===== src/rtl/async_fifo_pkg.sv =====
// Shared async FIFO helpers: default address width and Gray/binary conversions.
// Conversions run on 32-bit values; callers zero-extend and truncate to their pointer width.
package async_fifo_pkg;

   localparam int DEFAULT_ADDR_WIDTH = 4;

   function automatic logic [31:0] bin2gray(input logic [31:0] bin);
      return bin ^ (bin >> 1);
   endfunction

   // Zero-extended upper bits are harmless: they leave the low bits of the result unchanged.
   function automatic logic [31:0] gray2bin(input logic [31:0] gray);
      logic [31:0] bin;
      bin[31] = gray[31];
      for (int i = 30; i >= 0; i--) begin
         bin[i] = bin[i+1] ^ gray[i];
      end
      return bin;
   endfunction

endpackage


===== src/rtl/sync_2ff.sv =====
// Two-flop synchronizer for a bus that changes by at most one bit at a time (Gray pointer).
module sync_2ff #(
   parameter int WIDTH = 1
) (
   input  logic             clk_i,
   input  logic             rst_n_i,
   input  logic [WIDTH-1:0] d_i,
   output logic [WIDTH-1:0] q_o
);

   logic [WIDTH-1:0] r_meta;
   logic [WIDTH-1:0] r_sync;

   always_ff @(posedge clk_i or negedge rst_n_i) begin
      if (!rst_n_i) begin
         r_meta <= '0;
         r_sync <= '0;
      end else begin
         r_meta <= d_i;
         r_sync <= r_meta;
      end
   end

   assign q_o = r_sync;

endmodule


===== src/rtl/write_ctrl.sv =====
// Write-side controller of an async FIFO: write pointer, full/level/overflow flags.
// Define WRITE_CTRL_AFULL_EN to build the registered almost-full compare.
module write_ctrl
   import async_fifo_pkg::*;
#(
   parameter int DLY        = 1,
   parameter int FIFO_WIDTH = 8,
   parameter int ADDR_WIDTH = DEFAULT_ADDR_WIDTH,
   parameter int AFULL_TH   = 2**ADDR_WIDTH - 2
) (
   input  logic                  rst_n_i,
   input  logic                  wr_clk_i,
   input  logic                  wr_en_i,
   input  logic [FIFO_WIDTH-1:0] wr_data_i,
   input  logic [ADDR_WIDTH:0]   rd_gray_ptr_i,
   output logic                  mem_wr_en_o,
   output logic [ADDR_WIDTH-1:0] wr_addr_o,
   output logic [FIFO_WIDTH-1:0] wr_data_o,
   output logic [ADDR_WIDTH:0]   wr_gray_ptr_o,
   output logic                  full_o,
   output logic                  almost_full_o,
   output logic [ADDR_WIDTH:0]   wr_cnt_o,
   output logic                  overflow_o
);

   localparam int PTR_W = ADDR_WIDTH + 1;

   // DLY only matters to simulation-delay flavours of this block; here it is range-checked.
   if (DLY < 0 || AFULL_TH < 0 || AFULL_TH > 2**ADDR_WIDTH || ADDR_WIDTH < 2) begin : g_param_check
      $error("write_ctrl: illegal parameter combination");
   end

   logic [PTR_W-1:0] r_wr_bin;
   logic [PTR_W-1:0] r_wr_gray;
   logic [PTR_W-1:0] r_wr_cnt;
   logic             r_full;
   logic             r_overflow;

   logic             w_wr_accept;
   logic [PTR_W-1:0] w_next_bin;
   logic [PTR_W-1:0] w_next_gray;
   logic [PTR_W-1:0] w_rd_gray_sync;
   logic [PTR_W-1:0] w_rd_bin_sync;
   logic [PTR_W-1:0] w_full_gray;
   logic [PTR_W-1:0] w_next_cnt;

   sync_2ff #(
      .WIDTH (PTR_W)
   ) u_rd_ptr_sync (
      .clk_i   (wr_clk_i),
      .rst_n_i (rst_n_i),
      .d_i     (rd_gray_ptr_i),
      .q_o     (w_rd_gray_sync)
   );

   // Gating with reset drops any write presented while reset is asserted.
   assign w_wr_accept    = wr_en_i & ~r_full & rst_n_i;
   assign w_next_bin     = r_wr_bin + PTR_W'(w_wr_accept);
   assign w_next_gray    = PTR_W'(bin2gray(32'(w_next_bin)));
   assign w_rd_bin_sync  = PTR_W'(gray2bin(32'(w_rd_gray_sync)));
   assign w_next_cnt     = w_next_bin - w_rd_bin_sync;
   assign w_full_gray    = {~w_rd_gray_sync[PTR_W-1 -: 2], w_rd_gray_sync[PTR_W-3:0]};

   always_ff @(posedge wr_clk_i or negedge rst_n_i) begin
      if (!rst_n_i) begin
         r_wr_bin   <= '0;
         r_wr_gray  <= '0;
         r_wr_cnt   <= '0;
         r_full     <= 1'b0;
         r_overflow <= 1'b0;
      end else begin
         r_wr_bin   <= w_next_bin;
         r_wr_gray  <= w_next_gray;
         r_wr_cnt   <= w_next_cnt;
         r_full     <= (w_next_gray == w_full_gray);
         r_overflow <= wr_en_i & r_full;
      end
   end

`ifdef WRITE_CTRL_AFULL_EN
   localparam logic [PTR_W-1:0] AFULL_LVL = PTR_W'(AFULL_TH);

   logic r_afull;

   always_ff @(posedge wr_clk_i or negedge rst_n_i) begin
      if (!rst_n_i) begin
         r_afull <= 1'b0;
      end else begin
         r_afull <= (w_next_cnt >= AFULL_LVL);
      end
   end

   assign almost_full_o = r_afull;
`else
   assign almost_full_o = 1'b0;
`endif

   assign mem_wr_en_o   = w_wr_accept;
   assign wr_addr_o     = r_wr_bin[ADDR_WIDTH-1:0];
   assign wr_data_o     = wr_data_i;
   assign wr_gray_ptr_o = r_wr_gray;
   assign full_o        = r_full;
   assign wr_cnt_o      = r_wr_cnt;
   assign overflow_o    = r_overflow;

endmodule


===== config.mk =====
export PLATFORM = sky130hd
export DESIGN_NAME = write_ctrl
export DESIGN_NICKNAME = d
export VERILOG_FILES = /design/src/rtl/async_fifo_pkg.sv /design/src/rtl/sync_2ff.sv /design/src/rtl/write_ctrl.sv
export SDC_FILE = /design/constraint.sdc
export NUM_CORES = 1
export LEC_CHECK = 0
export CELL_PAD_IN_SITES_DETAIL_PLACEMENT = 2
export CELL_PAD_IN_SITES_GLOBAL_PLACEMENT = 2
export CORE_UTILIZATION = 42
export CTS_CLUSTER_DIAMETER = 40
export DETAILED_ROUTE_END_ITERATION = 16
export DONT_BUFFER_PORTS = 1
export PLACE_DENSITY = 0.93
export SLEW_MARGIN = 20
export SYNTH_ARGS = -nofsm -noshare
export SYNTH_HDL_FRONTEND = slang
export SYNTH_SLANG_ARGS = --single-unit

===== constraint.sdc =====
create_clock -name wr_clk_i -period 4.5 [get_ports wr_clk_i]
set_clock_uncertainty 0.2 [all_clocks]
set_input_delay 0.9 -clock wr_clk_i [delete_from_list [all_inputs] [get_ports wr_clk_i]]
set_output_delay 0.9 -clock wr_clk_i [all_outputs]
set_load 0.02 [all_outputs]

After elaboration in Yosys (flattened, before gate mapping)
Index checks and enable logic that the tools add are counted.
{"block": "classes", "add_sub_neg": 2, "n_eq_ne": 1, "bitwise": 10}
{"operator": "$add 5x1->5", "n": 1}
{"operator": "$eq 5x5->1", "n": 1}
{"operator": "$sub 5x5->5", "n": 1}
{"operator": "$xor 5x4->5", "n": 1}
{"operator": "$xor 1x1->1", "n": 4}
{"operator": "$and 1x1->1", "n": 3}
{"operator": "$not 2->2", "n": 1}
{"operator": "$not 1->1", "n": 1}
{"block": "word_totals", "register_bits": 27, "inputBits": 16}

Logic depth before layout (Yosys ltp)
Gate-level depths: netlist (run 1).
{"block": "depth", "depth_word": 6, "depth_mapped": 11, "ltp_nobuf": 10}

By module
From an unflattened synthesis (run 1), not the netlist that was laid out.
{"block": "unflattened", "cells_unflattened": 103, "area_unflattened_um2": 1288.7}
{"module": "write_ctrl", "n_inst": 1, "cells_per_inst": 93, "area_each_um2": 1038.5, "seq_area_each_um2": 400.4}
{"module": "sync_2ff", "n_inst": 1, "cells_per_inst": 10, "area_each_um2": 250.2, "seq_area_each_um2": 250.2}

Worst setup path after synthesis (run 1)
OpenSTA, ideal clock, no wires.
{"block": "synth_path", "path_kind": "input-to-reg", "start": "input wr_en_i", "end": "register r_wr_cnt[4] (netlist: wr_cnt_o[4])", "setup_time_ps": 80, "t_arrival_ps": 2801, "t_required_ps": 4220, "setup_slack_ps": 1420, "path_stages": 11, "path_buffers": 1, "cell_sequence": "nand2_1 > nor2_1 > ha_1 > ha_1 > buf_6 > xnor2_2 > inv_1 > ha_1 > a21o_1 > a21oi_1 > xnor2_1"}
{"block": "synth_between", "elab_chain_len": 4}
{"element": "from (decl)", "line_no": "write_ctrl.sv:13", "rtl": "input logic wr_en_i,"}
{"element": "$and 1x1->1 (2 in series)", "line_no": "write_ctrl.sv:57", "rtl": "assign w_wr_accept = wr_en_i & ~r_full & rst_n_i;"}
{"element": "named net mem_wr_en_o", "line_no": "write_ctrl.sv:16", "rtl": "output logic mem_wr_en_o,"}
{"element": "$add 5x1->5", "line_no": "write_ctrl.sv:58", "rtl": "assign w_next_bin = r_wr_bin + PTR_W'(w_wr_accept);"}
{"element": "named net w_next_bin[2]", "line_no": "write_ctrl.sv:40", "rtl": "logic [PTR_W-1:0] w_next_bin;"}
{"element": "$sub 5x5->5", "line_no": "write_ctrl.sv:61", "rtl": "assign w_next_cnt = w_next_bin - w_rd_bin_sync;"}
{"element": "named net w_next_cnt[4]", "line_no": "write_ctrl.sv:45", "rtl": "logic [PTR_W-1:0] w_next_cnt;"}
{"element": "to (signal assigned)", "line_no": "write_ctrl.sv:74", "rtl": "r_wr_cnt <= w_next_cnt;"}
{"element": "to (decl)", "line_no": "write_ctrl.sv:35", "rtl": "logic [PTR_W-1:0] r_wr_cnt;"}
The timed path passes the listed nets, and every way through them passes these cells.

Worst setup path in the final report (run 1)
Ends and elaborated chain as after synthesis.

==> results of run 1 <==
layer usage:
metal,GRT usage [%],vias up,wire [µm]
met3,4.54,4,142
met2,27.4,24,1150
li1,-,310,-
met4,5.92,0,22
met5,0,-,0
met1,19.4,327,894
cells by family after synthesis:
| family | count (synthesis) | synth area share, % |
|---|---|---|
| DFF | 26 | 50.5 |
| other | 1 | 0.291 |
| and+or+nand+nor | 11 | 4.66 |
| AOI/OAI and AO/OA | 16 | 9.71 |
| muxes | 2 | 1.55 |
| buffers and inverters | 20 | 10.0 |
| xor gates and xnor gates | 20 | 15.9 |
| adders and majority gates | 7 | 7.38 |
final timing paths:
check / end / slack, ns / depth (start not counted)
setup / recovery: wr_cnt_o[4] / 1.43 / 10
hold / removal: wr_cnt_o[2] / 0.05 / 0
setup reg to reg: wr_cnt_o[4] / 1.49 / 9
hold reg to reg: u_rd_ptr_sync.q_o[1] / 0.16 / 0
max in group asynchronous: wr_cnt_o[3] / 3.98 / 0
min in group wr_clk_i: u_rd_ptr_sync.q_o[1] / 0.16 / 0
flip-flops by register name (all words and copies together), names as in the netlist:
register / cells
r_wr_bin: 5
wr_gray_ptr_o: 4
u_rd_ptr_sync.q_o: 5
wr_cnt_o: 5
overflow_o: 1
full_o: 1
u_rd_ptr_sync.r_meta: 5
cells in the final DEF, fill, tap and decap left out, types with 2 or more instances in the layout:
cell,netlist,routed
xor2_1,7,7
inv_1,7,7
clkbuf_4,0,3
mux2i_1,2,2
a211o_1,2,2
dfrtp_1,26,26
a21o_1,2,2
nand2_1,3,3
xnor2_2,4,4
and2_1,2,2
nor2_1,2,2
a21oi_1,3,3
ha_1,6,6
xnor2_1,9,9
report_power, final:
group	total, mW	internal [mW]	switching [mW]
clock	0.157	0.0901	0.0664
sequential	0.468	0.311	0.157
combinational	0.366	0.179	0.187
metrics by stage:
step / setup WS [ns] / std cells
finish: 1.43 / 125
global route: 1.26 / 125
CTS: 1.39 / 125
detailed placement: 1.02 / 121
global placement: 1.22 / 121
floorplan: 1.42 / 103
final cells by class:
class / count / area (µm²) / area share [%]
multi-input cells: 57 / 509 / 39.9
well taps: 31 / 38.8 / 3.04
clock buffers: 3 / 22.5 / 1.76
clock inverters: 1 / 30.0 / 2.35
inverters: 7 / 26.3 / 2.06
flip-flops and latches: 26 / 651 / 50.9
worst max-delay path, delay by kind of cell:
| kind | cells | cell delay (ns) |
|---|---|---|
| xor+xnor | 2 | 0.35 |
| fa+ha+maj | 3 | 1.04 |
| compound gates | 2 | 0.35 |
| simple gates | 2 | 0.38 |
| buf+inv | 1 | 0.10 |
==> impl_metrics.ini, run 1 <==
[sta]
period_minus_slack_ns = 3.07
relSlewSlack_pct = 61.7
hold_viol = 0
finalSetupTns_ns = 0
rsz0062_at_grt = false
holdWs_ns = 0.0522
worst_pin_slew_ns = 0.574
fmax_ghz = 0.325
slew_violations = 0
min_period_over_period_pct = 68.3
setup_violations = 0

[worst_setup_path]
end_kind = flip-flop
startpoint = wr_en_i
path_class = input port to flip-flop
crit_chain = nand2_1 > nor2_1 > ha_1 > ha_1 > xnor2_2 > inv_1 > ha_1 > a21o_1 > a21oi_1 > xnor2_1
critPathLaunchType = input port
crit_arrival_ns = 3.12
slowest_delay_ns = 0.40
critPathMaxFanout = 8
cp_slowest_cell = ha_1
worst_path_most_repeated_cell = ha_1
r2r_start = full_o
cp.required_ns = 4.55

[die]
initial_core_util_pct = 45.6
die_h_um = 57.4
io_pins = 42
die_area_um2 = 3290
die_w_um = 57.4
core_um2 = 2830
fp-row-count = 19

[synth]
synth_edf_count = 0
yosysTopAreaCell = dfrtp_1
syn_nets = 126
postSynthCellCount = 103
ys.warnings.count = 0
synth_top_area_share_pct = 50.5
netlist_top_cells_area = dfrtp_1 50%, xnor2_1 6.1%, buf_4 5.8%
ys_ff_latch = 26
synth_ff_type = dfrtp_1
ys_types = 31
seq_area_frac_synth_pct = 50.5
synth_commonest_cells = 26 x dfrtp_1, 10 x buf_4, 9 x xnor2_1
yosys.cell_count.top_type = dfrtp_1
async_flop_share_pct = 100
netlist_area_um2 = 1290
syn_avg_cell_area_um2 = 12.5

[layout]
drive_gt1_share_pct = 11.7
diodes = 0
fin_util_pct = 45.2
syn_to_final_growth_pct = -0.873
fin_nets = 118
fillers = 288
fin_area_um2 = 1280

[clock_network]
numClockSinks = 26
clk-insertion-delay-late_ns = 0.32
cts_max_path_buffers = 2
cts_resized = 0
cts_buffers = 3
cts_tree = built
cts_hold_buffers = 0
clk_pin_slew_ns = 0.13
root_buffer = clkbuf_4
htree_num_levels = 1
cts_setup_buffers = 0

[global_route]
antenna_found_initial = 0
gr-total-overflow = 0
grt_pass1_vias = 784
grt_pass1_wl_um = 3880
track_usage_pct = 16.1
grt_max_degree = 28

[detailed_routing]
drt-total-wl_um = 2210
vias = 665
vias_per_cell = 5.32
drc = 3
dr.first_iter.drc_count = 14
detail-route-antenna-nets = 0
wire_per_inst_um = 17.7
dr.pass1.iters = 10

[job]
maxCapViolCount = 0

[placed_design]
routabilityCongestion = 0.790
numPortBuffers = 0
hpwl_um = 1700
placed_area_um2 = 1220

[pwr]
p_leak_nw = 0.606
max-vdd-ir-drop_v = 0.000308
power_density_nw_per_um2 = 775
finalPower_mw = 0.990

[run_status]
failed_checks = DRC
status = finished with violations

[hold_path]
hold_class = input port to async pin
No activity file was read; power rests on OpenSTA's default activity.
==> run 2: changes to the inputs <==
Settings changed: CORE_UTILIZATION 42 to 35, PLACE_DENSITY 0.93 to 0.84.
Clock period 4.5 ns to 2.6 ns, I/O delays scaled along.
==> impl_metrics.ini, run 2 (synthesis gave the netlist of run 1 again) <==
[detailed_routing]
drt-total-wl_um = 2450
dr.pass1.iters = 3
detail-route-antenna-nets = 0
drc = 0
dr.first_iter.drc_count = 12
vias = 717
vias_per_cell = 4.81
wire_per_inst_um = 16.5

[sta]
setup_violations = 0
period_minus_slack_ns = 2.47
holdWs_ns = 0.0677
fmax_ghz = 0.406
worst_pin_slew_ns = 0.653
slew_violations = 0
rsz0062_at_grt = false
relSlewSlack_pct = 56.4
hold_viol = 0
finalSetupTns_ns = 0
setup_slack_ns = 0.135
min_period_over_period_pct = 94.8

[die]
fp-row-count = 21
die_area_um2 = 3930
core_um2 = 3440
die_w_um = 62.7
io_pins = 42
initial_core_util_pct = 37.4
die_h_um = 62.7

[worst_setup_path]
critPathLaunchType = flip-flop
critPathBufInv = 1
cp.required_ns = 2.60
crit_arrival_ns = 2.46
critPathMaxFanout = 2
slowest_delay_ns = 0.44
path_class = flip-flop to flip-flop
end_kind = flip-flop
cp_top_family = XOR/XNOR gates
crit_chain = xnor2_2 > xnor2_2 > xor2_2 > xnor2_1 > ha_2 > inv_2 > fa_2 > a21o_1 > a21oi_2 > xnor2_1
cp_slowest_cell = dfrtp_2

[layout]
fin_area_um2 = 1420
fillers = 347
most-common-layout-cells = 24 x dfrtp_1, 8 x xnor2_1, 7 x buf_4
drive_gt1_share_pct = 29.1
diodes = 0
fin_util_pct = 41.3
seqCellArea_um2 = 653
layout_commonest_cell = dfrtp_1
syn_to_final_growth_pct = 10.2
fin_nets = 127
multi_input_area_um2 = 546

[pwr]
p_comb_share_pct = 40.2
max-vdd-ir-drop_v = 0.000361
switchingPower_mw = 0.763
p_leak_nw = 0.656
pwr-share-clk_pct = 14.4
p_int_mw = 1.04
swShare_pct = 42.3
seqPwrFrac_pct = 45.4
power_density_nw_per_um2 = 1270

[run_status]
status = finished, final reports clean

[clock_network]
clk-insertion-delay-late_ns = 0.27
htree_num_levels = 1
root_buffer = clkbuf_8
cts_tree = built
clk_pin_slew_ns = 0.09
numClockSinks = 26
cts_max_path_buffers = 2
cts_buffers = 3

[placed_design]
hpwl_um = 1810
dp_slack_ns = -0.0881
placed_area_um2 = 1280
routabilityCongestion = 0.760
numPortBuffers = 0

[global_route]
grt_pass1_vias = 826
track_usage_pct = 14.0
gr-total-overflow = 0
antenna_found_initial = 0
grt_max_degree = 27
grt_pass1_wl_um = 4170

[hold_path]
hold_class = input port to flip-flop

[job]
maxCapViolCount = 0
[run 2: cell count changes in the layout (fill, tap and decap cells not counted), moves of 2 or more]
cell      previous run  this run
xor2_1               7         5
xor2_2               0         2
clkbuf_4             3         0
ha_1                 6         4
ha_2                 0         2
dfrtp_2              0         2
clkbuf_8             0         4
dfrtp_1             26        24
buf_4                0         7
[run 2: area by class of cell]
class / instances / area share (%)
clock buffer: 4 / 3.88
sequential: 26 / 46.0
multi-input combinational: 57 / 38.4
timing repair buffer: 9 / 5.81
tap: 46 / 4.05
inverter: 7 / 1.85
[run 2: metal layers]
| metal | track usage, % | vias to the layer above | wire [µm] |
|---|---|---|---|
| met1 | 14.2 | 363 | 905 |
| met2 | 25.8 | 26 | 1350 |
| met3 | 4.56 | 5 | 158 |
| met4 | 6.40 | 0 | 39 |
| li1 | - | 323 | - |
| met5 | 0 | - | 0 |
[run 2: final timing paths]
kind,startpoint,end,slack [ns],cells past startpoint
min in group asynchronous,rst_n_i,wr_cnt_o[0],0.48,2
worst min-delay path,rd_gray_ptr_i[1],u_rd_ptr_sync.r_meta[1],0.07,0
worst min register to register,u_rd_ptr_sync.r_meta[4],u_rd_ptr_sync.q_o[4],0.15,0
worst max-delay path,u_rd_ptr_sync.q_o[3],wr_cnt_o[4],0.13,10
max in group asynchronous,rst_n_i,u_rd_ptr_sync.q_o[3],1.56,2
worst max register to register,u_rd_ptr_sync.q_o[3],wr_cnt_o[4],0.13,10
[run 2: stage by stage]
stage / power (mW) / std cells
after global placement: 1.45 / 140
after global routing: 1.93 / 149
final: 1.81 / 149
after floorplan: 1.37 / 103
after detailed placement: 1.51 / 140
after CTS: 1.80 / 147
[run 2: repair_timing]
action	CTS	global route
setup buffers	1	2
gates resized for setup	3	6
pin swaps	2	8
hold buffers	2	0
endpoints found under the setup margin	1	2
endpoints found under the hold margin	26	0
[run 2: power groups by stage]
stage | Combinational [mW] | Clock (mW) | Sequential [mW]
final | 0.726 | 0.260 | 0.820
after floorplan | 0.614 | 0 | 0.754
after CTS | 0.710 | 0.273 | 0.821
after global routing | 0.811 | 0.284 | 0.837
after detailed placement | 0.674 | 0 | 0.831
after global placement | 0.631 | 0 | 0.820
